--- src/rtl/set_bit_scanner_pkg.sv ---
// Shared types and helpers for the set-bit scanner and its priority encoder.
// The index-width helper sizes index buses consistently across callers.
package scan_pkg;

  typedef enum logic [0:0] {
    IDLE = 1'b0,
    SCAN = 1'b1
  } scan_state_t;

  // Never narrower than one bit, so a WIDTH=1 caller still gets a legal bus.
  function automatic int idx_width(input int width);
    return (width <= 1) ? 1 : $clog2(width);
  endfunction

endpackage

--- src/rtl/set_bit_scanner_prio_enc.sv ---
// Combinational priority encoder: index of the lowest (or highest) set bit,
// plus any-set and at-most-one-set flags. Generalises the old 8-bit encoder.
module prio_enc
  import scan_pkg::*;
#(
  parameter int WIDTH     = 32,
  parameter bit LSB_FIRST = 1'b1,
  localparam int IDX_W    = idx_width(WIDTH)
) (
  input  logic [WIDTH-1:0] vec,
  output logic [IDX_W-1:0] idx,
  output logic             any,
  output logic             single
);

  localparam logic [WIDTH-1:0] ONE = WIDTH'(1);

  // Walk away from the priority end so the last hit is the winner.
  always_comb begin
    idx = '0;
    if (LSB_FIRST) begin
      for (int i = WIDTH - 1; i >= 0; i--) begin
        if (vec[i]) idx = IDX_W'(i);
      end
    end else begin
      for (int i = 0; i < WIDTH; i++) begin
        if (vec[i]) idx = IDX_W'(i);
      end
    end
  end

  assign any = |vec;

  // Clearing the lowest set bit leaves zero iff popcount <= 1.
  assign single = ((vec & (vec - ONE)) == '0);

endmodule

--- src/rtl/set_bit_scanner.sv ---
// Accepts a WIDTH-bit mask and emits the index of each set bit, one per beat,
// in priority order. An all-zero mask yields a single beat flagged out_none.
//
// state | meaning
// IDLE  | no vector held; ready for a new one
// SCAN  | emitting beats from the held mask
module set_bit_scanner
  import scan_pkg::*;
#(
  parameter int WIDTH     = 32,
  parameter bit LSB_FIRST = 1'b1,
  localparam int IDX_W    = idx_width(WIDTH)
) (
  input  logic             clk,
  input  logic             reset,
  input  logic             in_valid,
  output logic             in_ready,
  input  logic [WIDTH-1:0] in_vec,
  output logic             out_valid,
  input  logic             out_ready,
  output logic [IDX_W-1:0] out_idx,
  output logic [IDX_W:0]   out_seq,
  output logic             out_last,
  output logic             out_none
);

  localparam int SEQ_W = IDX_W + 1;

  scan_state_t      state;
  logic [WIDTH-1:0] mask;
  logic [SEQ_W-1:0] seq;
  logic             none_q;

  logic [IDX_W-1:0] enc_idx;
  logic             enc_any;
  logic             enc_single;
  logic             accept;
  logic             beat;

  prio_enc #(
    .WIDTH     (WIDTH),
    .LSB_FIRST (LSB_FIRST)
  ) u_enc (
    .vec    (mask),
    .idx    (enc_idx),
    .any    (enc_any),
    .single (enc_single)
  );

  assign out_valid = (state == SCAN);
  assign out_idx   = enc_idx;
  assign out_last  = out_valid && enc_single;
  assign out_seq   = seq;
  assign out_none  = none_q;

  // The final beat frees the block, so a waiting vector loads with no bubble.
  assign in_ready = (state == IDLE) || (out_last && out_ready);
  assign accept   = in_valid && in_ready;
  assign beat     = out_valid && out_ready;

  always_ff @(posedge clk) begin
    if (reset) begin
      state  <= IDLE;
      mask   <= '0;
      seq    <= '0;
      none_q <= 1'b0;
    end else if (accept) begin
      state  <= SCAN;
      mask   <= in_vec;
      seq    <= '0;
      none_q <= (in_vec == '0);
    end else if (beat) begin
      mask <= mask & ~(WIDTH'(1) << enc_idx);
      seq  <= seq + SEQ_W'(1);
      if (out_last) state <= IDLE;
    end
  end

endmodule

--- config.mk ---
export PLATFORM = sky130hd
export DESIGN_NAME = set_bit_scanner
export DESIGN_NICKNAME = d
export VERILOG_FILES = /design/src/rtl/set_bit_scanner_pkg.sv /design/src/rtl/set_bit_scanner_prio_enc.sv /design/src/rtl/set_bit_scanner.sv
export SDC_FILE = /design/constraint.sdc
export NUM_CORES = 1
export LEC_CHECK = 0
export BUFFER_PORTS_ARGS = -buffer_cell sky130_fd_sc_hd__buf_4
export CORE_ASPECT_RATIO = 0.7
export CORE_MARGIN = 10
export CORE_UTILIZATION = 45
export DETAILED_ROUTE_END_ITERATION = 10
export PLACE_DENSITY = 0.75
export SLEW_MARGIN = 20
export SYNTH_ARGS = -nofsm -noshare
export SYNTH_HDL_FRONTEND = slang
export SYNTH_SLANG_ARGS = --single-unit
--- constraint.sdc ---
create_clock -name clk -period 2.67 [get_ports clk]
set_input_delay 0.267 -clock clk [delete_from_list [all_inputs] [get_ports clk]]
set_output_delay 0.267 -clock clk [all_outputs]
set_load 0.005 [all_outputs]
# Word-level counts from Yosys, hierarchy flattened
# Index checks and enable logic that the tools add are counted.
[totals]
reg_bits = 40
[classes]
n_addsub = 2
shift = 1
mux = 37
bitwise_logic = 4
reduce_logical = 11
[ops]
columns = ["cell", "n"]
rows = [
  ["5-bit 2-to-1 mux", 32],
  ["32-bit AND", 2],
  ["32-bit logical NOT", 2],
  ["32-bit 2-to-1 mux", 2],
  ["32-bit inverter", 1],
  ["1-bit by 5-bit << shifter with 32-bit output, first input constant", 1],
  ["32-bit by 1-bit subtractor with 32-bit output, second input constant", 1],
  ["6-bit by 1-bit adder with 6-bit output, second input constant", 1],
  ["1-bit logical AND", 4],
  ["2-bit nonzero test", 2],
  ["1-bit 2-to-1 mux", 3],
  ["2-bit AND reduction", 1],
  ["2-bit OR reduction", 1],
  ["1-bit logical OR", 1],
  ["1-bit inverter", 1],
]

# Depth between registers and ports, before layout
# Gate-level depths: netlist (run 1).
[logic_depth]
ltp_word = 37
depth_mapped = 11
ltp_nobuf = 8

# Hierarchy
# Synthesis (run 1) repeated with hierarchy kept, for this count alone.
[hier_totals]
hier_cells = 282
area_unflattened_um2 = 2531.2
[by_module_without_submodules]
columns = ["module", "n_inst", "cells_each", "area_per_inst_um2", "seq_area_each_um2"]
rows = [
  ["set_bit_scanner", 1, 171, 1815.5, 800.8],
  ["prio_enc", 1, 111, 715.7, 0.0],
]

# Worst setup path before layout (run 1)
# OpenSTA, ideal clock, no wires.
[synth_path]
path_kind = "register to register"
startpoint = "register mask[4]"
endpoint = "register mask[18]"
arrival_ps = 2672
slack_ps = -119
stages_incl_launch_ff = 11
path_buffers = 3
synth_period_minus_slack_ps = 2789
path_cell_list = "dfxtp_1 > buf_6 > or4_1 > nor4_4 > nand2_2 > a2111oi_4 > and4_1 > buf_6 > nor3_4 > buf_6 > a32o_1"
[synth_via]
elab_chain_cells = 10
elab_cells_between_ends = 18
classes_between = "1 x add/sub; 1 x shift; 7 x mux; 3 x bitwise; 6 x reduce/logical"
[synth_rtl]
columns = ["element", "line", "text"]
rows = [
  ["from (decl)", "set_bit_scanner.sv:30", "logic [WIDTH-1:0] mask;"],
  ["from (signal assigned)", "set_bit_scanner.sv:69", "mask <= in_vec;"],
  ["from (signal assigned)", "set_bit_scanner.sv:73", "mask <= mask & ~(WIDTH'(1) << enc_idx);"],
  ["branches (longest 10 deep; another with 32-bit by 1-bit subtractor with 32-bit output)", "-", ""],
]
# Parallel ways; which one is timed is not known. The select of a mux whose other input is x is not followed.
# A chain may end at the register's enable or synchronous reset.

# Worst setup path after layout (run 1)
[layout_path]
startpoint = "register mask[9]"
endpoint = "output port in_ready"
[layout_via]
elab_chain_cells = 6
[layout_rtl]
columns = ["element", "line", "text"]
rows = [
  ["32-bit by 1-bit subtractor with 32-bit output", "set_bit_scanner_prio_enc.sv:35", "assign single = ((vec & (vec - ONE)) == '0);"],
  ["32-bit AND *", "set_bit_scanner_prio_enc.sv:35", ""],
  ["32-bit logical NOT *", "set_bit_scanner_prio_enc.sv:35", ""],
  ["1-bit logical AND *", "set_bit_scanner.sv:52", "assign out_last = out_valid && enc_single;"],
  ["1-bit logical AND *", "set_bit_scanner.sv:57", "assign in_ready = (state == IDLE) || (out_last && out_ready);"],
  ["1-bit logical OR *", "set_bit_scanner.sv:57", ""],
  ["to (decl)", "set_bit_scanner.sv:17", "output logic in_ready,"],
]
# Every way passes the cells marked *; elsewhere a longest branch is shown, timed or not.

==> impl_metrics.csv, run 1 <==
group,metric,value,unit
outcome,status,"complete, but fails checks",
outcome,violations,"negative setup slack",
hold_path,hp-class,"in -> reg",
clocking,clk_pin_slew,0.09,ns
grt,track_usage,24.2,%
route,routed.top_layer,"met4",
timing,setup_slack,-0.417,ns
timing,slew_headroom,40.3,%
timing,drv_slew,0,
timing,worstMarginPinSlew,0.884,ns
timing,setup_violations,41,
route,via_per_inst,6.91,
logic_synthesis,netlist-cell-type-count,65,
die,num_rows,24,
logic_synthesis,synth-edff-count,0,
die,die_w,115,um
route,avgRoutedWirePerCell,22.8,um
timing,layout_min_cycle_time,3.09,ns
worst_setup_path,crit_fanout,5,
clocking,cts-buffers-inserted,5,
worst_setup_path,critPathBufInv,3,
worst_setup_path,cp_cell_sequence,"nor4_2, nand4_1, buf_4, or3_1, o211ai_1, buf_4, nand3_4, o41ai_4, buf_4",
worst_setup_path,critPathTopFamily,"simple AND/OR/NAND/NOR gates",
power,powerDensity,521,nW/um^2
logic_synthesis,syn-num-nets,395,
die,ios,51,
logic_synthesis,yosysSeqAreaShare,28.0,%
worst_setup_path,cp.arrival,2.82,ns
worst_setup_path,cpMaxStageDelayCell,"nor4_2",
logic_synthesis,yosysTopAreaCellShare,28.0,%
worst_setup_path,required,2.40,ns
cells_and_area,antenna_cells,0,
route,drtIter0Drc,497,
grt,grt_pass1_vias,3636,
clocking,ctsRootBufferMaster,"clkbuf_8",
logic_synthesis,netlist_area,2860,sq um
cells_and_area,final_cell_mix,"buf_4, nor2_1, dfxtp_1, nand2_1, a21oi_1",
cells_and_area,fin_nets,519,
grt,antenna_found_initial,0,
grt,grt_max_degree,23,
die,start_util,46.2,%
route,first_pass_iters,9,
placement,place_congestion,1.09,
grt,grt_pass1_wl,19300,um
clocking,cts_num_sinks,40,
logic_synthesis,async_reset_ff_share,0,%
worst_setup_path,cp_common_cell,"buf_4",
clocking,tritoncts,"built",
route,antenna_left,0,
logic_synthesis,ys.flop_type,"dfxtp_1",
power,vdd_drop_max,0.000266,V
cells_and_area,fin_area,4360,sq um
placement,dp_hpwl,9300,um
timing,whs,0.172,ns
cells_and_area,layout_commonest_cell,"buf_4",
route,wl_met3,1740,um
timing,fmax,0.324,GHz
placement,port_buffers,50,
timing,finClkSkew,0.00860,ns
worst_setup_path,max_stage_delay,0.39,ns
flow_run,cap_violations,0,
clocking,clk_path_buf_depth,2,
clocking,cts_htree_levels,2,
timing,rsz0062_at_grt,"yes",
route,met1_length,5140,um
timing,finalCritPeriodShare,116,%
route,wl_met2,5380,um
die,dieHeight,86.7,um
clocking,holdBufCountCts,0,
power,p_leak,0.00172,uW
logic_synthesis,synthCells,358,
logic_synthesis,yosys_warnings,0,
clocking,clk_latency,0.31,ns
cells_and_area,layout-drive-gt1-share,45.5,%
timing,finalHoldViolCount,0,
grt,grt_overflow,0,
logic_synthesis,synth.largest_area_cell,"dfxtp_1",
logic_synthesis,synth_area_leaders,"dfxtp_1, a32o_1, nor2_1",
route,drc,0,
route,vias,3874,
worst_setup_path,worstSetupPathType,"reg -> out",
die,die_area,9990,sq um
die,core_area,6190,sq um
placement,place_area,3840,sq um
cells_and_area,syn_to_final_growth,52.6,%
worst_setup_path,cp-start-kind,"flip-flop",
route,drt_wl_total,12800,um
logic_synthesis,synth_seq_cells,40,
worst_setup_path,cp-end-kind,"primary output",
cells_and_area,n_fill_cell,467,
logic_synthesis,syn-mean-instance-area,7.98,sq um
## registers in the layout, summed over array words and instances, names as in the netlist
name	cells
out_seq	6
out_valid	1
out_none	1
mask	32
## layer usage
| metal | vias to the layer above | track usage, % |
|---|---|---|
| met5 | - | 0 |
| met4 | 0 | 8.41 |
| met3 | 76 | 6.63 |
| met2 | 310 | 35.5 |
| met1 | 1809 | 33.0 |
| li1 | 1679 | - |
## stage by stage
| stage | utilization (%) | worst slack [ns] | instances | TNS, ns | power (uW) |
|---|---|---|---|---|---|
| 6_report | 70.5 | -0.417 | 561 | -5.78 | 2270 |
| 3_5_place_dp | 62.1 | -0.147 | 540 | -2.23 | 1570 |
| 5_1_grt | 70.5 | -0.492 | 561 | -10.20 | 2360 |
| 4_1_cts | 66.3 | -0.353 | 556 | -1.23 | 2130 |
| 3_3_place_gp | 62.1 | -0.0642 | 540 | -0.158 | 1550 |
| 2_1_floorplan | - | -0.0265 | 358 | -0.265 | 1150 |
## synth_stat cells, drive strengths merged, types with 3 or more instances
cell,count
a2111oi,5
a21oi,25
a22oi,6
a32o,16
a32oi,6
buf,8
clkbuf,21
dfxtp,40
inv,9
nand2,24
nand3,8
nand4,14
nor2,34
nor2b,5
nor3,16
nor4,23
o2111ai,3
o211ai,9
o21a,4
o21ai,12
o22ai,3
o311ai,3
o31ai,3
o41ai,5
or2,5
or3,4
or4,10
xor2,4
## cell families (layout without fill, tap and decap cells)
logic type      Yosys count  after routing  share of synthesized area, %
simple gates            154            154                          30.9
compound gates          118            118                          31.9
flops                    40             40                          28.0
buf+inv                  38            163                          6.53
xor+xnor                  5              5                          1.53
fa+ha+maj                 3              3                          1.14
## area by class of cell
| class | count | area [sq um] | share of cell area (%) |
|---|---|---|---|
| clock inverters | 3 | 42.5 | 0.976 |
| inverters | 9 | 33.8 | 0.775 |
| clock buffers | 5 | 68.8 | 1.58 |
| repair buffers | 146 | 1180 | 27.0 |
| multi-input cells | 280 | 2120 | 48.6 |
| well taps | 78 | 97.6 | 2.24 |
| flip-flops and latches | 40 | 821 | 18.8 |
## what timing repair did
| item | CTS | global route |
|---|---|---|
| setup buffers | 7 | 5 |
| endpoints found under the setup margin | 42 | 45 |
| resized for setup | 20 | 51 |
| gates cloned | 1 | 0 |
| pin swaps | 2 | 22 |
## worst register-to-register path: stages (launching register included)
cell and delay, ns:
dfxtp_4 0.37, or4_4 0.58, buf_4 0.17, nor4_2 0.25
nor3_2 0.11, nor4_4 0.16, buf_4 0.18, buf_6 0.09
buf_6 0.08, buf_6 0.08, nand4_4 0.13, buf_6 0.17
buf_6 0.13, o2111ai_2 0.07, o311ai_1 0.14
## power breakdown
group          switching, uW  internal, uW
combinational            570           483
sequential              54.2           636
clock                    252           277
## path summary, 6_finish.rpt
path,to,startpoint,cells past startpoint,slack [ns]
min reg2reg,out_seq[1],out_seq[1],2,0.53
max,in_ready,mask[9],9,-0.42
min,mask[3],in_vec[3],2,0.17
max reg2reg,mask[22],mask[1],14,-0.20
Note: power is estimated with default switching activity, not from simulation.
==> run 2, diff against run 1 <==
--- a/config.mk
+++ b/config.mk
@@ -5,11 +5,13 @@
 export SDC_FILE = /design/constraint.sdc
 export NUM_CORES = 1
 export LEC_CHECK = 0
+export ABC_CLOCK_PERIOD_IN_PS = 2670
 export BUFFER_PORTS_ARGS = -buffer_cell sky130_fd_sc_hd__buf_4
 export CORE_ASPECT_RATIO = 0.7
 export CORE_MARGIN = 10
 export CORE_UTILIZATION = 45
 export DETAILED_ROUTE_END_ITERATION = 10
+export GPL_TIMING_DRIVEN = 0
 export PLACE_DENSITY = 0.75
 export SLEW_MARGIN = 20
 export SYNTH_ARGS = -nofsm -noshare
==> constraint.sdc (replaced) <==
create_clock -name clk -period 2.67 [get_ports clk]
set_input_delay 0.1335 -clock clk [delete_from_list [all_inputs] [get_ports clk]]
set_output_delay 0.1335 -clock clk [all_outputs]
set_load 0.005 [all_outputs]
==> run 2 against run 1 <==
- via count fell by 4.3%
- maximum frequency rose by 1.9%
- critical endpoint is now mask[21]
- flip-flop and latch count did not move
- sequential power rose by 5.9%
- global-route usage fell by 0.35 points
- utilization fell by 3.7 points
- cell area fell by 5.3%
- the flow still finishes with violations (negative setup slack)
- clock skew rose by 0.00076 ns
==> impl_metrics.csv, run 2 (synthesized netlist as in run 1, its figures left out) <==
group,metric,value,unit
clocking,cts_htree_levels,2,
worst_setup_path,max_stage_delay,0.61,ns
worst_setup_path,required,2.87,ns
route,avgRoutedWirePerCell,24.8,um
timing,finalCritPeriodShare,113,%
timing,rsz0062_at_grt,"yes",
clocking,cts_num_sinks,40,
clocking,clk_latency,0.30,ns
worst_setup_path,cp.arrival,3.23,ns
hold_path,hp-class,"in -> reg",
clocking,tritoncts,"built",
cells_and_area,regArea,823,sq um
die,dieHeight,86.7,um
placement,place_congestion,1.06,
cells_and_area,stdcell_count,518,
timing,drv_slew,0,
worst_setup_path,reg2reg_to,"mask[21]",
die,core_area,6190,sq um
cells_and_area,final_cell_mix,"buf_4, dfxtp_1, nor2_1, nand2_1, a21oi_1",
placement,port_buffers,50,
clocking,clk_pin_slew,0.09,ns
grt,antenna_found_initial,0,
cells_and_area,multiInputGateArea,2260,sq um
cells_and_area,layout-drive-gt1-share,42.0,%
clocking,ctsRootBufferMaster,"clkbuf_8",
timing,slew_headroom,26.6,%
worst_setup_path,cp_common_cell,"buf_6",
worst_setup_path,reg2reg_from,"mask[1]",
worst_setup_path,cp-end-kind,"flip-flop",
grt,grt_pass1_wl,18700,um
worst_setup_path,cpMaxStageDelayCell,"or4_4",
timing,layout_min_cycle_time,3.03,ns
flow_run,cap_violations,0,
route,via_per_inst,7.16,
die,ios,51,
worst_setup_path,rr_worst_depth,10,
grt,track_usage,23.8,%
power,vdd_drop_max,0.000250,V
cells_and_area,largest_reg_flops,32,
cells_and_area,regMostFlops,"mask",
power,powerDensity,507,nW/um^2
worst_setup_path,cp-endpoint,"mask[21]",
worst_setup_path,cp-start-kind,"flip-flop",
cells_and_area,antenna_cells,0,
route,drc,0,
route,drtIter0Drc,507,
die,start_util,46.2,%
cells_and_area,syn_to_final_growth,44.5,%
clocking,holdBufCountCts,0,
cells_and_area,fin_nets,476,
route,antenna_left,0,
power,p_leak,0.00149,uW
timing,fmax,0.330,GHz
timing,whs,0.0485,ns
timing,finClkSkew,0.00936,ns
cells_and_area,layout_commonest_cell,"buf_4",
die,num_rows,24,
placement,dp_hpwl,8680,um
die,die_area,9990,sq um
die,die_w,115,um
timing,worstMarginPinSlew,1.09,ns
route,drt_wl_total,12800,um
worst_setup_path,worstSetupPathType,"reg -> reg",
worst_setup_path,crit_fanout,6,
grt,grt_overflow,0,
cells_and_area,n_fill_cell,506,
placement,dp_cells,486,
route,first_pass_iters,6,
route,vias,3708,
worst_setup_path,cp_cell_sequence,"or4_4, nor4_4, nand2_2, a2111oi_4, buf_4, and4_1, buf_6, nor3_4, buf_6, a32o_1",
worst_setup_path,crit_start,"mask[1]",
worst_setup_path,ff2ff_setup_slack,-0.36,ns
outcome,violations,"negative setup slack",
grt,grt_pass1_vias,3414,
timing,finalHoldViolCount,0,
timing,setup_slack,-0.360,ns
clocking,clk_path_buf_depth,2,
grt,grt_max_degree,14,
clocking,cts-buffers-inserted,5,
outcome,status,"complete, but fails checks",
timing,setup_violations,41,
==> run 2: cell count changes in the layout (fill, tap and decap cells not counted), sizes merged <==
cell,previous run,this run
clkinv,1,3
buf,146,93
clkbuf,5,15
clkinvlp,1,0
bufinv,1,0
==> run 2: per-stage QoR <==
stage | utilization, % | area, sq um | setup TNS, ns | worst slack (ns) | power (uW)
floorplan | - | 2890 | -0.265 | -0.0265 | 1150
global placement | 54.3 | 3360 | -41.83 | -1.21 | 1400
detailed placement | 54.3 | 3360 | -35.15 | -1.05 | 1400
CTS | 62.4 | 3860 | -9.32 | -0.357 | 1930
global route | 66.7 | 4130 | -12.49 | -0.396 | 2170
finish | 66.7 | 4130 | -10.55 | -0.360 | 2100
==> run 2: layout make-up <==
class | count | area share (%)
clock buffers | 5 | 1.67
repair buffers | 87 | 17.4
plain buffers | 16 | 2.48
well taps | 78 | 2.36
clock inverters | 3 | 0.455
multi-input cells | 280 | 54.8
inverters | 9 | 0.818
flip-flops and latches | 40 | 19.9
==> run 2: worst min path at each step <==
stage / start / end / cells past startpoint
detailed placement: in_vec[9] / mask[9] / 2
global placement: in_vec[9] / mask[9] / 2
finish: in_vec[9] / mask[9] / 2
floorplan: in_vec[6] / mask[6] / 1
CTS: in_vec[9] / mask[9] / 2
global route: in_vec[4] / mask[4] / 2
==> run 2: report_power, final <==
group          leakage (uW)  internal, uW  switching [uW]
registers          0.000334           635            95.1
clock network     0.0000479           183             240
logic               0.00111           407             535
total               0.00149          1220             870
==> run 2: per-layer routing <==
metal | up-vias | global-route usage [%] | wire, um
li1 | 1594 | - | -
met1 | 1744 | 32.0 | 5230
met2 | 315 | 33.2 | 5300
met3 | 55 | 8.97 | 1820
met4 | 0 | 9.64 | 477
met5 | - | 0 | 0
==> run 2: repair_timing <==
item | CTS | global route
buffers inserted | 24 | 14
resized for setup | 52 | 58
gates cloned | 3 | 0
hold endpoints to repair | 0 | 0
setup endpoints to repair | 43 | 44
pin swaps | 32 | 39
==> run 2: worst max-delay path, delay by kind of cell, from the launching register on <==
family | cells | cell delay [ns]
simple gates | 5 | 1.40
compound gates | 2 | 0.62
buf+inv | 3 | 0.53
flops | 1 | 0.37
==> run 3, diff against run 2 <==
--- a/config.mk
+++ b/config.mk
@@ -5,15 +5,16 @@
 export SDC_FILE = /design/constraint.sdc
 export NUM_CORES = 1
 export LEC_CHECK = 0
-export ABC_CLOCK_PERIOD_IN_PS = 2670
+export ABC_CLOCK_PERIOD_IN_PS = 2600
 export BUFFER_PORTS_ARGS = -buffer_cell sky130_fd_sc_hd__buf_4
 export CORE_ASPECT_RATIO = 0.7
 export CORE_MARGIN = 10
 export CORE_UTILIZATION = 45
 export DETAILED_ROUTE_END_ITERATION = 10
 export GPL_TIMING_DRIVEN = 0
-export PLACE_DENSITY = 0.75
+export PLACE_DENSITY = 0.76
 export SLEW_MARGIN = 20
 export SYNTH_ARGS = -nofsm -noshare
 export SYNTH_HDL_FRONTEND = slang
+export SYNTH_HIERARCHICAL = 1
 export SYNTH_SLANG_ARGS = --single-unit
==> constraint.sdc (replaced) <==
create_clock -name clk -period 2.6 [get_ports clk]
set_input_delay 0.13 -clock clk [delete_from_list [all_inputs] [get_ports clk]]
set_output_delay 0.13 -clock clk [all_outputs]
set_load 0.005 [all_outputs]
==> run 3 against run 2 <==
- the flow still finishes with violations (negative setup slack)
- combinational power fell by 24%
- die area fell by 9.2%
- maximum frequency fell by 2.5%
- synthesized cell count fell by 22%
- clock skew fell by 0.0047 ns
- utilization fell by 4.1 points
- register-to-register slack got worse by 0.15 ns
- largest cell class unchanged
==> impl_metrics.csv, run 3 <==
group,metric,value,unit
grt,track_usage,18.2,%
route,antenna_left,0,
clocking,clk_latency,0.29,ns
placement,port_buffers,50,
placement,place_area,3030,sq um
die,die_area,9060,sq um
worst_setup_path,crit_fanout,6,
cells_and_area,syn_to_final_growth,32.3,%
cells_and_area,regMostFlops,"mask",
logic_synthesis,synthCells,281,
route,via_per_inst,6.57,
clocking,clk_path_buf_depth,2,
grt,antenna_found_initial,0,
timing,finalCritPeriodShare,120,%
cells_and_area,layout_commonest_cell,"buf_4",
worst_setup_path,cpMaxStageDelayCell,"or4_4",
route,avgRoutedWirePerCell,19.9,um
worst_setup_path,cp-start-kind,"flip-flop",
die,dieHeight,82.7,um
timing,worstMarginPinSlew,0.616,ns
worst_setup_path,max_stage_delay,0.54,ns
clocking,clk_pin_slew,0.07,ns
timing,slew_headroom,58.9,%
placement,place_congestion,0.862,
die,core_area,5340,sq um
worst_setup_path,critPathTopFamily,"simple AND/OR/NAND/NOR gates",
cells_and_area,antenna_cells,0,
power,vdd_drop_max,0.000468,V
placement,dp_hpwl,6250,um
timing,layout_min_cycle_time,3.11,ns
outcome,status,"complete, but fails checks",
timing,finClkSkew,0.00465,ns
placement,dp_cells,403,
placement,place_ws,-0.601,ns
cells_and_area,stdcell_count,425,
timing,setup_violations,42,
outcome,violations,"negative setup slack",
die,num_rows,22,
cells_and_area,fin_nets,390,
route,drtIter0Drc,342,
die,die_w,110,um
route,drt_wl_total,8470,um
cells_and_area,fin_area,3340,sq um
clocking,holdBufCountCts,0,
timing,setup_slack,-0.508,ns
grt,grt_pass1_wl,13100,um
timing,rsz0062_at_grt,"yes",
timing,finalHoldViolCount,0,
grt,grt_pass1_vias,2552,
logic_synthesis,syn-num-nets,318,
clocking,cts_num_sinks,40,
logic_synthesis,yosys_warnings,6,
route,drc,0,
timing,tns,-18.80,ns
hold_path,hp-class,"in -> reg",
clocking,cts_htree_levels,2,
flow_run,cap_violations,0,
timing,fmax,0.322,GHz
cells_and_area,final_cell_mix,"buf_4, a32o_1, dfxtp_1, nor2_1, a21oi_1",
worst_setup_path,cp-end-kind,"flip-flop",
power,powerDensity,546,nW/um^2
logic_synthesis,syn-mean-instance-area,8.99,sq um
route,first_pass_iters,5,
power,p_total,1820,uW
cells_and_area,n_fill_cell,471,
clocking,tritoncts,"built",
clocking,ctsRootBufferMaster,"clkbuf_8",
logic_synthesis,netlist_area,2530,sq um
route,vias,2791,
worst_setup_path,required,2.83,ns
worst_setup_path,worstSetupPathType,"reg -> reg",
power,p_leak,0.00119,uW
grt,grt_overflow,0,
grt,grt_max_degree,12,
die,start_util,47.3,%
die,ios,51,
worst_setup_path,cp_cell_sequence,"nor4_4, nand4_4, nor4_2, a21oi_1, or4_4, nor3_4, a21bo_4, nor3b_4, buf_6, clkbuf_16, a32o_1",
timing,drv_slew,0,
worst_setup_path,cp.arrival,3.34,ns
worst_setup_path,critPathBufInv,2,
cells_and_area,largest_reg_flops,32,
cells_and_area,layout-drive-gt1-share,31.4,%
clocking,cts-buffers-inserted,5,
-- run 3: layout make-up --
| class | count | area [sq um] | area share, % |
|---|---|---|---|
| buffer | 19 | 138 | 4.12 |
| clock buffer | 6 | 72.6 | 2.17 |
| clock inverter | 1 | 5.00 | 0.150 |
| inverter | 8 | 30.0 | 0.898 |
| multi-input combinational | 214 | 1650 | 49.4 |
| sequential | 40 | 817 | 24.4 |
| tap | 72 | 90.1 | 2.69 |
| timing repair buffer | 65 | 541 | 16.2 |
-- run 3: metrics by stage --
stage	hold slack (ns)	util, %
after global routing	0.0526	62.6
final	0.0524	62.6
after global placement	0.348	56.8
after CTS	0.0485	60.7
after floorplan	0.199	-
after detailed placement	0.351	56.8
-- run 3: worst paths after layout --
kind	start	to	slack (ns)	cells past startpoint
max	mask[10]	mask[2]	-0.51	11
min	in_vec[20]	mask[20]	0.05	2
max reg2reg	mask[10]	mask[2]	-0.51	11
min reg2reg	out_none	out_none	0.49	1
-- run 3: power by group --
| group | switching (uW) | internal (uW) |
|---|---|---|
| registers | 78.2 | 651 |
| logic | 387 | 326 |
| clock network | 200 | 182 |
| total | 665 | 1160 |
-- run 3: what timing repair did --
item,CTS,global route
cloned,1,1
pin swaps,0,24
resized for setup,9,15
buffers inserted,10,3
endpoints found under the setup margin,42,42
-- run 3: layer usage --
layer,wire [um],part of all wire (%),track usage [%]
met5,0,0,0
met2,3840,45,28.1
met4,71,0.84,3.37
met3,753,8.9,4.87
met1,3800,45,25.1
